==> src/rtl/wr_first_edge_bram_pkg.sv <==
// Shared definitions for the first-edge BRAM loader: FSM states and the
// bank capacity derived from core count and per-bank address width.
package wr_first_edge_bram_pkg;

    localparam int unsigned V_ID_WIDTH_DEF             = 32;
    localparam int unsigned FIRST_EDGE_BRAM_AWIDTH_DEF = 11;
    localparam int unsigned FIRST_EDGE_BRAM_DWIDTH_DEF = 32;
    localparam int unsigned CORE_NUM_DEF               = 16;
    localparam int unsigned CORE_NUM_WIDTH_DEF         = 4;

    typedef enum logic [1:0] {
        IDLE = 2'd0,
        LOAD = 2'd1,
        DONE = 2'd2
    } load_state_e;

    // Total entries across all banks; 64-bit so large parameter sets never wrap.
    function automatic logic [63:0] capacity(input int unsigned core_num,
                                             input int unsigned awidth);
        return 64'(core_num) << awidth;
    endfunction

endpackage

==> src/rtl/wr_first_edge_bram.sv <==
// Streams first-edge values into CORE_NUM interleaved BRAM banks: vertex v
// lands in bank v mod CORE_NUM at address v / CORE_NUM.
module wr_first_edge_bram
    import wr_first_edge_bram_pkg::*;
#(
    parameter int unsigned V_ID_WIDTH             = V_ID_WIDTH_DEF,
    parameter int unsigned FIRST_EDGE_BRAM_AWIDTH = FIRST_EDGE_BRAM_AWIDTH_DEF,
    parameter int unsigned FIRST_EDGE_BRAM_DWIDTH = FIRST_EDGE_BRAM_DWIDTH_DEF,
    parameter int unsigned CORE_NUM               = CORE_NUM_DEF,
    parameter int unsigned CORE_NUM_WIDTH         = CORE_NUM_WIDTH_DEF
) (
    input  logic                                       clk,
    input  logic                                       rst,
    input  logic                                       load_start,
    input  logic [V_ID_WIDTH-1:0]                      load_v_num,
    input  logic [FIRST_EDGE_BRAM_DWIDTH-1:0]          s_data,
    input  logic                                       s_valid,
    output logic                                       s_ready,
    output logic [CORE_NUM-1:0]                        bram_we,
    output logic [CORE_NUM*FIRST_EDGE_BRAM_AWIDTH-1:0] bram_addr,
    output logic [CORE_NUM*FIRST_EDGE_BRAM_DWIDTH-1:0] bram_din,
    output logic                                       load_busy,
    output logic                                       load_done,
    output logic                                       load_err
);

    localparam logic [V_ID_WIDTH:0] CAP =
        (V_ID_WIDTH+1)'(capacity(CORE_NUM, FIRST_EDGE_BRAM_AWIDTH));

    load_state_e                        state;
    load_state_e                        state_next;
    logic [V_ID_WIDTH-1:0]              idx;
    logic [V_ID_WIDTH-1:0]              v_num;
    logic [FIRST_EDGE_BRAM_AWIDTH-1:0]  addr;
    logic [FIRST_EDGE_BRAM_DWIDTH-1:0]  din;
    logic                               accept_c;
    logic                               last_beat_c;
    logic                               over_cap_c;
    logic                               start_c;

    assign accept_c    = s_valid && s_ready;
    assign last_beat_c = accept_c && (idx == (v_num - V_ID_WIDTH'(1)));
    assign over_cap_c  = {1'b0, load_v_num} > CAP;
    assign start_c     = (state == IDLE) && load_start;

    // Every lane sees the same address/data; only the one-hot enable selects the bank.
    assign bram_addr = {CORE_NUM{addr}};
    assign bram_din  = {CORE_NUM{din}};

    always_ff @(posedge clk or posedge rst) begin
        if (rst) begin
            state <= IDLE;
        end else begin
            state <= state_next;
        end
    end

    always_comb begin
        state_next = state;
        case (state)
            IDLE: begin
                if (load_start) begin
                    if ((load_v_num == '0) || over_cap_c) begin
                        state_next = DONE;
                    end else begin
                        state_next = LOAD;
                    end
                end
            end
            LOAD: begin
                if (last_beat_c) begin
                    state_next = DONE;
                end
            end
            DONE:    state_next = IDLE;
            default: state_next = IDLE;
        endcase
    end

    // Status flags are decoded from the next state so they line up with the state register.
    always_ff @(posedge clk or posedge rst) begin
        if (rst) begin
            s_ready   <= 1'b0;
            load_busy <= 1'b0;
            load_done <= 1'b0;
            load_err  <= 1'b0;
            bram_we   <= '0;
            addr      <= '0;
            din       <= '0;
            idx       <= '0;
            v_num     <= '0;
        end else begin
            s_ready   <= (state_next == LOAD);
            load_busy <= (state_next != IDLE);
            load_done <= (state_next == DONE);
            bram_we   <= '0;
            if (accept_c) begin
                bram_we <= CORE_NUM'(1) << idx[CORE_NUM_WIDTH-1:0];
                addr    <= idx[CORE_NUM_WIDTH +: FIRST_EDGE_BRAM_AWIDTH];
                din     <= s_data;
                idx     <= idx + V_ID_WIDTH'(1);
            end
            if (start_c) begin
                v_num    <= load_v_num;
                idx      <= '0;
                load_err <= over_cap_c;
            end
        end
    end

endmodule

==> config.mk <==
export PLATFORM = sky130hd
export DESIGN_NAME = wr_first_edge_bram
export DESIGN_NICKNAME = d
export VERILOG_FILES = /design/src/rtl/wr_first_edge_bram_pkg.sv /design/src/rtl/wr_first_edge_bram.sv
export SDC_FILE = /design/constraint.sdc
export NUM_CORES = 1
export LEC_CHECK = 0
export BUFFER_PORTS_ARGS = -buffer_cell sky130_fd_sc_hd__buf_2
export CORE_AREA = 4 4 297 299
export CTS_CLUSTER_DIAMETER = 150
export DETAILED_ROUTE_END_ITERATION = 8
export DIE_AREA = 0 0 301 303
export PLACE_DENSITY = 0.37
export RECOVER_POWER = 100
export SLEW_MARGIN = 10
export SYNTH_ARGS = -nofsm -noshare
export SYNTH_HDL_FRONTEND = slang
export SYNTH_SLANG_ARGS = --single-unit
==> constraint.sdc <==
create_clock -name clk -period 3.6 [get_ports clk]
set_clock_uncertainty 0.05 [all_clocks]
set_input_delay 0.36 -clock clk [delete_from_list [all_inputs] [get_ports clk]]
set_output_delay 0.36 -clock clk [all_outputs]
set_load 0.1 [all_outputs]
# Word-level counts from Yosys, hierarchy flattened
# Index checks and enable logic that the tools add are counted.
# totals
regBits	129
input_bits	68
out_inout_bits	708
word_cells	33
# classes
add_sub_neg	2
magnitude_cmp	1
n_eq_ne	4
shifts	1
muxes	7
reduce_logical	8
# op_table
operator	count
$mux W32	2
$add A32 B1 Y32 const B	1
$eq A32 B32 Y1	1
$gt A32 B16 Y1 const B	1
$logic_not A32 Y1	1
$sub A32 B1 Y32 const B	1
$mux W16	1
$shl A1 B4 Y16 const A	1
$mux W2	3
$eq A2 B1 Y1 const B	2
$pmux W2 S2	1
$reduce_bool A2 Y1	2
$logic_and A1 B1 Y1	3
$eq A2 B2 Y1 const B	1
$logic_not A2 Y1	1
$logic_or A1 B1 Y1	1

# Logic depth before layout (Yosys ltp)
# Gate-level depths: netlist of run 1.
# logic_depth
word_depth	6
ltp_mapped	9
depth_no_buf	9

# Least setup slack after synthesis of run 1
# No wires, ideal clock.
# synth_path
kind	flip-flop to flip-flop
start	register v_num[0]
end	register s_ready
setup_time_ns	0.119
arrival_time_ns	2.603
required_ns	3.431
setup_slack_ns	0.828
path_stages_with_launch	8
path_buffers	0
synth_period_minus_slack_ns	2.772
path_cell_list	dfrtp_1 or4_4 or4b_4 or4_1 a211o_1 nand2_1 nand4_1 o21a_1
# synth_between
elab_chain_len	6
# synth_rtl
element	line	text
start: declaration	wr_first_edge_bram.sv:33	logic [V_ID_WIDTH-1:0] v_num;
start signal: assignment	wr_first_edge_bram.sv:104	v_num <= load_v_num;
$sub A32 B1 Y32	wr_first_edge_bram.sv:42	assign last_beat_c = accept_c && (idx == (v_num - V_ID_WIDTH'(1)));
$eq A32 B32 Y1	wr_first_edge_bram.sv:42	
$logic_and A1 B1 Y1	wr_first_edge_bram.sv:42	
$mux W2	wr_first_edge_bram.sv:71	if (last_beat_c) begin
$pmux W2 S2	wr_first_edge_bram.sv:60	case (state)
$eq A2 B1 Y1	wr_first_edge_bram.sv:93	s_ready <= (state_next == LOAD);
end signal: assignment	wr_first_edge_bram.sv:93	
end: declaration	wr_first_edge_bram.sv:18	output logic s_ready,
# No other way between the ends.
# A chain may end at the register's enable or synchronous reset.

# Worst setup path in the final report of run 1
# layout_path
start	register v_num[2]
end	register s_ready
# Same word-level chain as after synthesis.

==> run_results.csv, run 1 <==
group,metric,value,unit
setup_path,end_kind,"flip-flop",
floorplan,die_x,301,um
pwr,power,4.00,mW
global_routing,antenna_found_initial,18,
synth,synth_edf_count,0,
setup_path,crit_fanout,15,
clock_network,htree_num_levels,4,
routing,drt_iter0_drc,406,
clock_network,cts_setup_buffers,0,
sta,fin_crit,3.05,ns
run_status,violations,"max-capacitance violations, max-slew violations",
run,maxCapViolCount,3,
sta,setup_violations,0,
clock_network,cts_tree,"yes",
setup_path,start_kind,"flip-flop",
synth,async_flop_share,1.00,
clock_network,postCtsHoldBufs,0,
synth,syn_avg_cell_area,8.54,sq um
final_layout,syn_to_final_growth,1.82,%
sta,rsz0062_at_grt,"no",
clock_network,cts_root_buffer,"clkbuf_16",
routing,vias,8021,
setup_path,max_stage_delay,0.65,ns
final_layout,finalNetCount,1513,
clock_network,cts_num_sinks,129,
setup_path,crit_chain,"or4_4 -> or4b_4 -> or4_1 -> a211o_1 -> nand2_1 -> nand4_1 -> o21a_1",
setup_path,crit_buf_inv,0,
synth,synth_top_cell_area_share,0.434,
final_layout,drive_gt1_frac,0.103,
routing,drc,0,
setup_path,path_class,"reg2reg",
place,hpwl,33.2,mm
clock_network,clock_path_buffers,2,
clock_network,clk_pin_slew,0.07,ns
global_routing,grt_pass1_wl,54.1,mm
clock_network,clk_latency,0.45,ns
setup_path,path_delay_family,"simple AND/OR/NAND/NOR gates",
sta,hold_violations,0,
sta,finalSetupTns,0,ns
sta,tightest_slew,1.79,ns
synth,synthTopCellsByArea,"buf_4 (43%), dfrtp_1 (29%), nand2_1 (5.6%)",
synth,synth_top_area_cell,"buf_4",
final_layout,seq_area,3230,sq um
setup_path,critPathSlowestCell,"or4b_4",
floorplan,start_util,0.131,
sta,slew_headroom,-0.199,
synth,yosysWarningCount,0,
pwr,max-vdd-ir-drop,0.194,mV
routing,wire_per_inst,16.0,um
routing,ant_nets,0,
routing,drt-total-wl,41.7,mm
final_layout,instances_no_fill,2602,
floorplan,rows,107,
clock_network,cts_resized,0,
synth,ys_types,61,
sta,hold_slack,0.0512,ns
setup_path,cp.required,3.88,ns
final_layout,fill_cells,10300,
global_routing,grt_start_max_net_pins,73,
pwr,power_density,352,nW/um^2
synth,ys.flop_type,"dfrtp_1",
place,placedCellCount,2563,
synth,syn-num-nets,1383,
worst_hold_path,hold_class,"in2reg",
sta,fmax,0.328,GHz
synth,synth_most_common_cell,"buf_4",
setup_path,cp.arrival,3.33,ns
floorplan,die-area,91200,sq um
global_routing,grt_use_total,0.0823,
floorplan,die_h,303,um
routing,first_pass_iters,4,
place,gp_congestion,0.756,
synth,syn_area,11200,sq um
sta,post-route-period-util,0.846,
synth,ys_ff_latch,129,
floorplan,design.core.area,85100,sq um
global_routing,grt_pass1_vias,6877,
global_routing,grt_overflow,0,
floorplan,io_pins,776,
run_status,status,"complete, but fails checks",
synth,synth_cells,1308,
routing,viasPerCell,3.08,
final_layout,multi_input_area,2940,sq um
place,portBuffers,775,
clock_network,cts_buffers,17,
sta,drv_slew,165,
pwr,p_leak,4.33,nW
synth,synth.yosys.seq_area_share,0.289,
synth,synthTopCellsByCount,"buf_4 (645), nand2_1 (167), dfrtp_1 (129)",
## per-layer routing
| layer | GRT usage | up-vias | wire length, um | part of all wire |
|---|---|---|---|---|
| met2 | 0.133 | 374 | 19600 | 0.47 |
| met5 | 0 | - | 72 | 0.0017 |
| met4 | 0.0207 | 10 | 391 | 0.0094 |
| met3 | 0.0282 | 33 | 3770 | 0.090 |
| met1 | 0.105 | 3777 | 17900 | 0.43 |
| li1 | - | 3827 | - | - |
## report_power, final
group | internal (mW) | total [mW] | leakage, nW | switching (mW)
combinational | 0.167 | 0.376 | 2.30 | 0.209
clock | 1.24 | 2.04 | 0.311 | 0.797
sequential | 1.50 | 1.59 | 1.72 | 0.0851
## final timing paths
kind	cells after the start	to	slack (ns)	from
setup / recovery	7	s_ready	0.55	v_num[2]
hold / removal	3	din[30]	0.05	s_data[30]
setup reg to reg	7	s_ready	0.55	v_num[2]
hold reg to reg	1	v_num[31]	0.48	v_num[31]
max in group asynchronous	3	bram_we[5]	0.99	rst
min in group asynchronous	2	din[21]	0.28	rst
## stage by stage
stage	setup WS [ns]	utilization	area [sq um]
global placement	0.499	0.137	11600
CTS	0.553	0.144	12300
global route	0.274	0.133	11400
floorplan	0.828	-	11200
detailed placement	0.554	0.137	11600
finish	0.555	0.134	11400
## tightest hold or removal path, cell delays in order
cell	delay (ns)
buf_2	0.08
nand2_1	0.04
nand2_1	0.04
## placed cells by master (no fill, tap or decap), drive strengths merged, types with 2 or more instances in the layout
master      n
nand4      15
o21ai      16
and3       11
or4         8
nand3      10
diode       7
xnor2      28
o31ai       4
clkbuf    730
clkinvlp    4
buf        71
a21oi      13
nor2       62
a211o       2
o21a        3
mux2i       3
nor3       16
nor4b       2
bufinv      5
nand2b      6
dfrtp     129
inv        15
nand2     167
and2        3
ha          7
nand3b      2
nor4       17
clkinv      3
or3        13
o31a        3
xor2       33
mux2       28
## registers in the layout (all words and copies together) (netlist names)
register	count
addr	11
idx	32
load_err	1
v_num	32
din	32
bram_we	16
state	2
load_done	1
load_busy	1
s_ready	1
## cell families after synthesis
| kind of cell | after synthesis | synth area share |
|---|---|---|
| xor+xnor | 61 | 0.0478 |
| buf+inv | 685 | 0.448 |
| compound gates | 56 | 0.0347 |
| fa+ha+maj | 7 | 0.00784 |
| flops | 129 | 0.289 |
| mux | 32 | 0.0329 |
| simple gates | 338 | 0.140 |
## cell type report
cell class / count / area share
sequential: 129 / 0.284
timing repair buffer: 784 / 0.268
multi-input combinational: 494 / 0.259
tap: 1144 / 0.126
clock buffer: 17 / 0.0374
clock inverter: 15 / 0.0203
inverter: 12 / 0.00407
antenna: 7 / 0.00154
Note: power is estimated with default switching activity, not from simulation.
==> run 2, diff against run 1 <==
- clock period: 3.6 -> 2.5 ns (I/O delays scaled with it)
==> run_results.csv, run 2 (synthesized netlist as in run 1, its figures left out) <==
group,metric,value,unit
run_status,status,"complete, but fails checks",
run_status,violations,"negative setup slack",
setup_path,critPathSlowestCell,"or4_4",
sta,hold_violations,0,
floorplan,start_util,0.131,
sta,worst_slack,-0.357,ns
place,gp_congestion,0.767,
floorplan,die_x,301,um
global_routing,grt_use_total,0.0825,
sta,rsz0062_at_grt,"yes",
final_layout,final_common_cell,"clkbuf_2",
sta,slew_headroom,0.0224,
sta,drv_slew,0,
worst_hold_path,whs_path_depth,2,
setup_path,cp.arrival,3.15,ns
sta,finalSetupTns,-1.64,ns
setup_path,path_class,"reg2reg",
clock_network,clk_latency,0.46,ns
pwr,max-vdd-ir-drop,0.345,mV
place,portBuffers,775,
routing,first_pass_iters,5,
sta,hold_slack,0.0524,ns
final_layout,layout_common_cells,"clkbuf_2 (694), nand2_1 (167), dfrtp_1 (129)",
global_routing,antenna_found_initial,6,
global_routing,grt_pass1_wl,54.5,mm
routing,drc,0,
setup_path,end_kind,"flip-flop",
setup_path,crit_top_cell,"or4_4",
routing,viasPerCell,3.09,
sta,tightest_slew,1.46,ns
setup_path,reg2reg_depth,7,
global_routing,grt_pass1_vias,7554,
place,dp_slack,-0.380,ns
pwr,power_density,435,nW/um^2
pwr,p_leak,7.35,nW
global_routing,grt_start_max_net_pins,43,
routing,ant_nets,0,
floorplan,rows,107,
setup_path,crit_chain,"or4_4 -> or4b_4 -> or4_4 -> a211o_1 -> nand2_1 -> nand4_1 -> o21a_1",
final_layout,finalNetCount,1663,
floorplan,die-area,91200,sq um
final_layout,drive_gt1_frac,0.571,
run,maxCapViolCount,0,
routing,drt-total-wl,40.7,mm
setup_path,max_stage_delay,0.57,ns
clock_network,cts_buffers,17,
clock_network,cts_tree,"yes",
final_layout,syn_to_final_growth,20.8,%
routing,wire_per_inst,14.8,um
sta,post-route-period-util,1.14,
clock_network,htree_num_levels,4,
setup_path,start_kind,"flip-flop",
place,hpwl,33.8,mm
worst_hold_path,hold_class,"in2reg",
sta,fmax,0.350,GHz
floorplan,design.core.area,85100,sq um
setup_path,cp.required,2.80,ns
clock_network,cts_root_buffer,"clkbuf_16",
setup_path,crit_fanout,6,
final_layout,finalInstanceArea,13500,sq um
clock_network,clk_pin_slew,0.06,ns
clock_network,cts_num_sinks,129,
sta,fin_crit,2.86,ns
sta,setup_violations,11,
floorplan,die_h,303,um
floorplan,io_pins,776,
final_layout,top_regs,"din (32), idx (32), v_num (32)",
routing,drt_iter0_drc,306,
place,placed_cell_area,12300,sq um
global_routing,grt_overflow,0,
routing,vias,8480,
clock_network,clock_path_buffers,2,
==> run 2: through the flow <==
stage          std cells   util  total power, mW
2_1_floorplan       1308      -             2.68
3_3_place_gp        2647  0.144             3.04
3_5_place_dp        2647  0.144             3.03
4_1_cts             2745  0.160             6.02
5_1_grt             2745  0.158             6.19
6_report            2746  0.158             5.86
==> run 2: final cells by class <==
class,instances,area (sq um)
multi-input cells,495,3020
repair buffers,933,5130
clock inverters,12,183
inverters,12,46.3
flip-flops and latches,129,3230
diodes,1,2.50
fillers,9797,71700
clock buffers,20,447
well taps,1144,1430
==> run 2: where the power goes <==
group	internal (mW)	total (mW)	switching (mW)
clock network	1.70	2.79	1.09
logic	0.412	0.846	0.434
registers	2.17	2.23	0.0584
==> run 2: worst paths after layout <==
kind                                      from   endpoint  slack, ns
worst min register to register         din[27]    din[27]       0.49
worst max register to register        v_num[1]    s_ready      -0.36
worst min-delay path            load_v_num[10]  v_num[10]       0.05
max in group asynchronous                  rst    din[12]       0.40
worst max-delay path                  v_num[1]    s_ready      -0.36
min in group asynchronous                  rst  v_num[22]       0.60
==> run 2: metal layers <==
metal	up-vias	wire (um)	part of all wire	GRT usage
met5	-	0	0	0
met4	0	417	0.010	0.0202
met3	25	2270	0.056	0.0174
met2	358	21100	0.52	0.146
met1	3974	16900	0.42	0.102
li1	4123	-	-	-
==> run 2: critical path: cells and delay by family, from the launching register on <==
kind	cells	cell delay, ns
compound gates	2	0.50
flops	1	0.37
simple gates	5	1.83
==> run 2: repair_timing <==
action                                  CTS  global route
hold buffers                             65             0
buffers inserted                          0             0
hold endpoints to repair                 80             0
cloned                                    1             0
endpoints found under the setup margin    4             4
resized for setup                         3             8
pin swaps                                 4             4
==> run 3, diff against run 2 <==
- GPL_ROUTABILITY_DRIVEN: default -> 0
- PLACE_DENSITY: 0.37 -> 0.36
- clock period: 2.5 -> 3.25 ns (I/O delays scaled with it)
==> run_results.csv, run 3 (synthesized netlist as in run 1, its figures left out) <==
group,metric,value,unit
run_status,status,"complete, but fails checks",
run_status,violations,"max-capacitance violations, max-slew violations",
final_layout,layout_common_cells,"clkbuf_1 (711), nand2_1 (166), dfrtp_1 (129)",
global_routing,grt_pass1_vias,7195,
final_layout,final_common_cell,"clkbuf_1",
floorplan,die-area,91200,sq um
sta,finalSetupTns,0,ns
setup_path,path_class,"reg2reg",
setup_path,crit_buf_inv,0,
routing,drt-total-wl,41.6,mm
setup_path,path_delay_family,"simple AND/OR/NAND/NOR gates",
sta,fmax,0.330,GHz
routing,drt_iter0_drc,314,
global_routing,grt_start_max_net_pins,73,
place,hpwl,33.1,mm
sta,post-route-period-util,0.932,
routing,drc,0,
clock_network,htree_num_levels,4,
routing,ant_nets,0,
floorplan,die_x,301,um
sta,tightest_slew,1.71,ns
routing,vias,8092,
pwr,intPower,2.98,mW
final_layout,multi_input_area,2940,sq um
final_layout,finalNetCount,1560,
routing,wire_per_inst,15.7,um
final_layout,seq_area,3230,sq um
clock_network,cts_num_sinks,129,
clock_network,clk_pin_slew,0.07,ns
final_layout,instances_no_fill,2646,
place,dp_slack,0.220,ns
final_layout,top_regs,"din (32), idx (32), v_num (32)",
pwr,p_leak,4.50,nW
global_routing,grt_use_total,0.0830,
worst_hold_path,hold_class,"in2reg",
sta,hold_violations,0,
routing,viasPerCell,3.06,
setup_path,r2r-start,"v_num[0]",
setup_path,critPathSlowestCell,"or4b_4",
floorplan,io_pins,776,
place,placedCellCount,2577,
sta,slew_headroom,-0.137,
setup_path,crit_start,"v_num[0]",
clock_network,cts_setup_buffers,0,
setup_path,max_stage_delay,0.64,ns
clock_network,cts_tree,"yes",
final_layout,fill_cells,10300,
pwr,p_comb_frac,0.117,
pwr,max-vdd-ir-drop,0.412,mV
clock_network,cts_buffers,17,
clock_network,clk_latency,0.47,ns
sta,hold_slack,0.0578,ns
setup_path,crit_chain,"or4_4 -> or4b_4 -> or4_1 -> a211o_1 -> a21oi_1 -> nand4_1 -> o21ai_0",
floorplan,start_util,0.131,
final_layout,syn_to_final_growth,4.81,%
sta,rsz0062_at_grt,"no",
setup_path,end_kind,"flip-flop",
routing,first_pass_iters,4,
global_routing,antenna_found_initial,15,
sta,worst_slack,0.220,ns
clock_network,clock_path_buffers,2,
place,portBuffers,775,
floorplan,rows,107,
pwr,switching_share,0.299,
pwr,sequentialPowerShare,0.410,
sta,fin_crit,3.03,ns
pwr,p_sw,1.27,mW
setup_path,start_kind,"flip-flop",
setup_path,cp.required,3.59,ns
place,placed_cell_area,11700,sq um
pwr,p_clk_frac,0.473,
global_routing,grt_overflow,0,
run,maxCapViolCount,4,
setup_path,crit_fanout,15,
clock_network,cts_root_buffer,"clkbuf_16",
pwr,power_density,363,nW/um^2
sta,drv_slew,207,
final_layout,drive_gt1_frac,0.106,
final_layout,finalInstanceArea,11700,sq um
setup_path,cp.arrival,3.37,ns
sta,setup_violations,0,
floorplan,die_h,303,um
floorplan,design.core.area,85100,sq um
worst_hold_path,worstHoldStart,"load_v_num[13]",
global_routing,grt_pass1_wl,54.4,mm
run 3: path summary, 6_finish.rpt:
check	endpoint	slack [ns]	cells after the start
hold reg to reg	load_busy	0.47	1
hold / removal	v_num[13]	0.06	2
setup reg to reg	state[1]	0.22	7
min in group asynchronous	load_done	0.51	3
setup / recovery	state[1]	0.22	7
max in group asynchronous	din[7]	0.58	4
run 3: per-stage QoR:
stage | util | total power [mW]
after floorplan | - | 2.06
after global placement | 0.138 | 2.26
after detailed placement | 0.138 | 2.25
final | 0.137 | 4.25
after global routing | 0.137 | 4.49
after CTS | 0.149 | 4.40
run 3: layout make-up:
type | instances | area share
multi-input combinational | 494 | 0.251
tap | 1144 | 0.122
clock inverter | 13 | 0.0109
timing repair buffer | 831 | 0.297
inverter | 12 | 0.00396
clock buffer | 18 | 0.0375
antenna | 5 | 0.00107
sequential | 129 | 0.276
run 3: power by group through the flow:
stage	sequential [mW]	clock (mW)	combinational, mW
4_1_cts	1.74	2.14	0.518
3_3_place_gp	1.77	0	0.488
6_report	1.74	2.01	0.496
5_1_grt	1.75	2.18	0.554
2_1_floorplan	1.76	0	0.300
3_5_place_dp	1.77	0	0.477
run 3: timing repair:
item	in CTS	in global routing
hold buffers	33	0
endpoints found under the hold margin	48	0
endpoints found under the setup margin	0	1
gates resized for setup	0	1
run 3: per-layer routing:
| metal | routed length (um) | track usage |
|---|---|---|
| met2 | 20000 | 0.138 |
| met5 | 27 | 0 |
| met3 | 3110 | 0.0223 |
| met4 | 485 | 0.0202 |
| met1 | 17900 | 0.107 |
